**config.mk**
```make
export PLATFORM = sky130hd
export DESIGN_NAME = fifo_skid_stage
export DESIGN_NICKNAME = d
export VERILOG_FILES = /design/src/rtl/fifo_skid_stage.sv
export SDC_FILE = /design/constraint.sdc
export NUM_CORES = 1
export LEC_CHECK = 0
export ABC_AREA = 1
export CAP_MARGIN = 20
export CORE_ASPECT_RATIO = 0.8
export CORE_MARGIN = 2
export CORE_UTILIZATION = 51
export CTS_BUF_LIST = sky130_fd_sc_hd__clkbuf_4 sky130_fd_sc_hd__clkbuf_8
export CTS_CLUSTER_DIAMETER = 40
export DETAILED_ROUTE_END_ITERATION = 10
export PLACE_DENSITY = 0.83
export SETUP_SLACK_MARGIN = 0.05
export SLEW_MARGIN = 20
export SYNTH_ARGS = -nofsm -noshare
export SYNTH_HDL_FRONTEND = slang
export SYNTH_SLANG_ARGS = --single-unit
```
**constraint.sdc**
```tcl
create_clock -name clk -period 3.1 [get_ports clk]
set_clock_uncertainty 0.2 [all_clocks]
set_input_delay 0.62 -clock clk [delete_from_list [all_inputs] [get_ports clk]]
set_output_delay 0.62 -clock clk [all_outputs]
set_load 0.02 [all_outputs]
```
**src/rtl/fifo_skid_stage.sv**
```systemverilog
// Two-entry skid stage between a FIFO read port and a ready/valid consumer.
// fifo_pop depends only on registered state, fifo_valid, flush and rst, so out_ready never reaches it combinationally.
module fifo_skid_stage #(
    parameter int unsigned DATA_WIDTH         = 32,
    parameter bit          FLUSH_DROPS_OUTPUT = 1'b1
) (
    input  logic                  clk,
    input  logic                  rst,
    input  logic                  fifo_valid,
    input  logic [DATA_WIDTH-1:0] fifo_data,
    output logic                  fifo_pop,
    input  logic                  flush,
    output logic                  out_valid,
    output logic [DATA_WIDTH-1:0] out_data,
    input  logic                  out_ready,
    output logic [1:0]            occupancy
);

    typedef enum logic [1:0] {
        EMPTY = 2'd0,
        ONE   = 2'd1,
        TWO   = 2'd2
    } state_t;

    state_t                state;
    logic [DATA_WIDTH-1:0] main_q;
    logic [DATA_WIDTH-1:0] skid_q;
    logic                  transfer;

    assign out_valid = (state != EMPTY);
    assign out_data  = main_q;
    assign transfer  = out_valid & out_ready;
    // rst gating keeps the upstream FIFO untouched while reset is held
    assign fifo_pop  = fifo_valid & ~flush & ~rst & (state != TWO);

    always_comb begin
        occupancy = 2'd0;
        case (state)
            ONE:     occupancy = 2'd1;
            TWO:     occupancy = 2'd2;
            default: occupancy = 2'd0;
        endcase
    end

    always_ff @(posedge clk or posedge rst) begin
        if (rst) begin
            state  <= EMPTY;
            main_q <= '0;
            skid_q <= '0;
        end else if (flush) begin
            if (FLUSH_DROPS_OUTPUT) begin
                state <= EMPTY;
            end else begin
                // skid is dropped; a main entry consumed this cycle is not kept, so it is never emitted twice
                case (state)
                    TWO:     state <= transfer ? EMPTY : ONE;
                    ONE:     if (transfer) state <= EMPTY;
                    default: state <= EMPTY;
                endcase
            end
        end else begin
            case (state)
                EMPTY: begin
                    if (fifo_pop) begin
                        main_q <= fifo_data;
                        state  <= ONE;
                    end
                end
                ONE: begin
                    if (fifo_pop && transfer) begin
                        main_q <= fifo_data;
                    end else if (fifo_pop) begin
                        skid_q <= fifo_data;
                        state  <= TWO;
                    end else if (transfer) begin
                        state  <= EMPTY;
                    end
                end
                TWO: begin
                    if (transfer) begin
                        main_q <= skid_q;
                        state  <= ONE;
                    end
                end
                default: state <= EMPTY;
            endcase
        end
    end

endmodule

```
Word-level counts from Yosys, hierarchy flattened
Cells that the tools add are included.
Widths: inputs -> output; s select.
{ "totals": {"ff_bits": 66, "latch_bits": 0, "mem_bits_rw": 0, "romBits": 0, "input_bits": 37, "out_inout_bits": 36, "wordCells": 39, "memories": 0} }
{ "op_classes": {"n_addsub": 0, "multipliers": 0, "div_mod_pow": 0, "n_lt_le_gt_ge": 0, "eq_ne": 10, "shifts": 0, "n_mux": 12, "bitwise_logic": 7, "n_reduce_logical": 7} }
{ "op_table": {"columns": ["cell", "count"], "rows": [
  ["$mux 32", 3],
  ["$pmux 32 s3", 1],
  ["$mux 2", 6],
  ["$ne 3x3->1 const B", 3],
  ["$ne 2x2->1 const B", 4],
  ["$reduce_and 4->1", 2],
  ["$pmux 2 s3", 1],
  ["$reduce_and 5->1", 1],
  ["$and 1x1->1", 4],
  ["$ne 4x4->1 const B", 1],
  ["$pmux 2 s2", 1],
  ["$not 1->1", 3],
  ["$reduce_bool 3->1", 1],
  ["$eq 2x1->1 const B", 1],
  ["$eq 2x2->1 const B", 1],
  ["$logic_not 2->1", 1],
  ["$reduce_bool 2->1", 1],
  ["$logic_and 1x1->1", 1]
]} }

Longest topological paths before layout
{ "depth": {"word_depth": 8, "depth_mapped": 8, "depth_no_buf": 7} }

Worst setup path before layout
OpenSTA, ideal clock, no wires.
{ "synth_path": {"path_type": "input to output", "start": "in fifo_valid", "end": "out fifo_pop", "arrival_time_ns": 1.180, "required_ns": 2.280, "path_slack_ns": 1.100, "cell_stages": 4, "n_path_buf": 0, "path_cell_list": "inv_1 -> nor2_1 -> nand2_1 -> nor2_1"} }
{ "synth_via": {"elab_chain_cells": 3} }
{ "synth_rtl": {"columns": ["element", "line_no", "source"], "rows": [
  ["start, declared", "9", "input logic fifo_valid,"],
  ["$and 1x1->1 (3 in a row)", "34", "assign fifo_pop = fifo_valid & ~flush & ~rst & (state != TWO);"],
  ["end, declared", "11", "output logic fifo_pop,"]
]} }
No other way between the ends.

Final worst setup path
Same ends and word-level chain as after synthesis.

==> results.md <==
- Min-delay worst type: register to register
- Placed cell area: about 3600 µm²
- Area growth syn-to-layout: 32.0%
- Asr flop ratio synth: 1.00
- Vias in the first global route: 2348
- Antenna viol nets, final: 0
- Most used DFF post-synth: dfrtp_1
- Leakage power: 0.00181 µW
- Overflow after GRT: 0
- Drt drc: 0
- Total Wirelength: between 5000 and 6000 µm
- Worst IR Drop VDD: approximately 0.00034 V
- GRT Overall Usage: 0.212
- Crit path launch type: input pin
- Cts hold-fix bufs: 0
- Setup bufs post-CTS: 0
- TritonCTS Buffers: 9
- Clock tree from TritonCTS: done
- Unrepaired setup endpoints after global routing: false
- Clock sink total: 66
- Synth top area share: 0.569
- CTS clk-pin slew, worst paths: ~60 ps
- Most frequent cell after synthesis: nand2_1
- Pre-Repair DR Iteration Count: 4
- Pwr Density: between 700 and 800 nW/µm²
- First DRT Iteration DRCs: around 110
- Die Area: 6310 µm²
- Setup TNS: 0 ps
- IO buf count: between 70 and 80
- Via density: 4.85
- Post-synthesis register bit count: 66
- HPWL Detailed: between 4000 and 5000 µm
- Warnings, synthesis: 0
- Avg WL per Cell: between 10 and 15 µm
- Syn_area_per_cell: 8.53 µm²
- Setup violations, final: 0
- GP Congestion: around 0.8
- Initial antenna violation count: 0
- Critical Path Fanout Max: 4
- Syn Nets: 377
- Design Area, Final: between 3000 and 4000 µm²
- Core area: around 5500 µm²
- Data arrival time of the worst path: ~2200 ps
- Crit path kind: input pin to output pin
- Max-slew violations: 0
- Clock latency on the worst-skew pair: between 300 and 400 ps
- Status: complete, no violations
- Main area contributors after synthesis: dfrtp_1, o21ai_1, nand2_1
- Max-Cap Viols: 0
- Sequential-to-total area share from yosys stat: 0.569
- Initial Utilization: 0.531
- Final period util: 0.959
- Total power: 2690 µW
- Rel. slew slack: 0.589
- Synth area leader: dfrtp_1
- Tightest Pin Transition: 617 ps
- H-tree depth: 3
- Worst slack at placement: ~120 ps
- Post-synth EDFFs: 0
- Setup crit end kind: output pin
- First-pass GRT wire length: a little over 10000 µm
- Clock root buffer: clkbuf_8
- Synth cell count leaders: nand2_1, dfrtp_1, o21ai_1
- IO Pins: 73
- Final worst setup slack: 127 ps
- Chip height: just over 70 µm
- Number of library cell types mapped by synthesis: 17
- DR vias: 2386
- Cell count after synthesis: 340
- Share of cells above drive strength 1: 0.0628
- Antenna diodes: 0
- Worst hold slack: between 200 and 300 ps
- Fmax: roughly 0.34 GHz
- Mapped Area: a little under 3000 µm²
- Crit path time final: 2970 ps
- Largest net degree at the start of global routing: 65
- Fin nets: around 450
- Fillcell total: 459
- Die width: 88.3 µm
- Fin. Hold Viols: 0
- Rows: 24
- # resized after CTS: 0
- Critical Path RT: 2280 ps
- CTS max path bufs: 2
-- cell usage in the layout, fill, tap and decap left out, drive strengths merged --
master,count
clkinv,1
nor2,34
nand4,3
dfrtp,66
buf,6
nand3b,1
clkdlybuf4s50,72
inv,39
a21oi,31
o21a,2
bufinv,1
nand3,1
nand2,79
clkbuf,14
o21ai,64
-- logic make-up (layout without fill, tap and decap cells) --
family          after synthesis  after routing  synth area share
simple gates                118            118             0.158
compound gates               97             97             0.169
buf+inv                      59            133             0.104
flops                        66             66             0.569
-- power by group --
group          switching (µW)  internal, µW
Sequential                101          1100
Combinational             395           351
Clock                     300           442
-- critical path, cell delays in order --
cell	delay, ps
clkdlybuf4s50_1	450
inv_1	40
nor2_1	220
nand2_1	120
nor2_1	100
clkdlybuf4s50_1	610
-- state kept, by name, summed over array words and instances (netlist names) --
name / count
out_data: 32
skid_q: 32
state: 2
-- area by class of cell --
type                       instances  area (µm²)  share of cell area
sequential                        66        1650               0.431
multi-input combinational        215         948               0.248
timing repair buffer              78         778               0.203
clock buffer                      14         174              0.0454
inverter                          39         146              0.0382
tap                               78        97.6              0.0255
clock inverter                     2        35.0             0.00914
-- worst paths after layout --
kind	from	endpoint	slack, ps	cells after the start
max	fifo_valid	fifo_pop	130	6
min	out_data[13]$_DFFE_PP0P_	out_data[13]$_DFFE_PP0P_	290	2
max reg2reg	state[0]$_DFFE_PP0P_	out_data[21]$_DFFE_PP0P_	1140	7
min reg2reg	out_data[13]$_DFFE_PP0P_	out_data[13]$_DFFE_PP0P_	290	2
max in group asynchronous	rst	skid_q[13]$_DFFE_PP0P_	1620	3
min in group asynchronous	rst	state[0]$_DFFE_PP0P_	390	2
-- metal layers --
metal | part of all wire | track usage | vias up
met4 | 0.010 | 0.0690 | 0
met5 | 0 | 0 | -
met1 | 0.45 | 0.256 | 1111
li1 | - | - | 1216
met2 | 0.49 | 0.361 | 52
met3 | 0.047 | 0.0680 | 7
-- metrics by stage --
step,std cells,util
global route,492,0.701
finish,492,0.701
floorplan,340,-
CTS,492,0.701
global placement,476,0.663
detailed placement,476,0.663
Note: power is estimated with default switching activity, not from simulation.
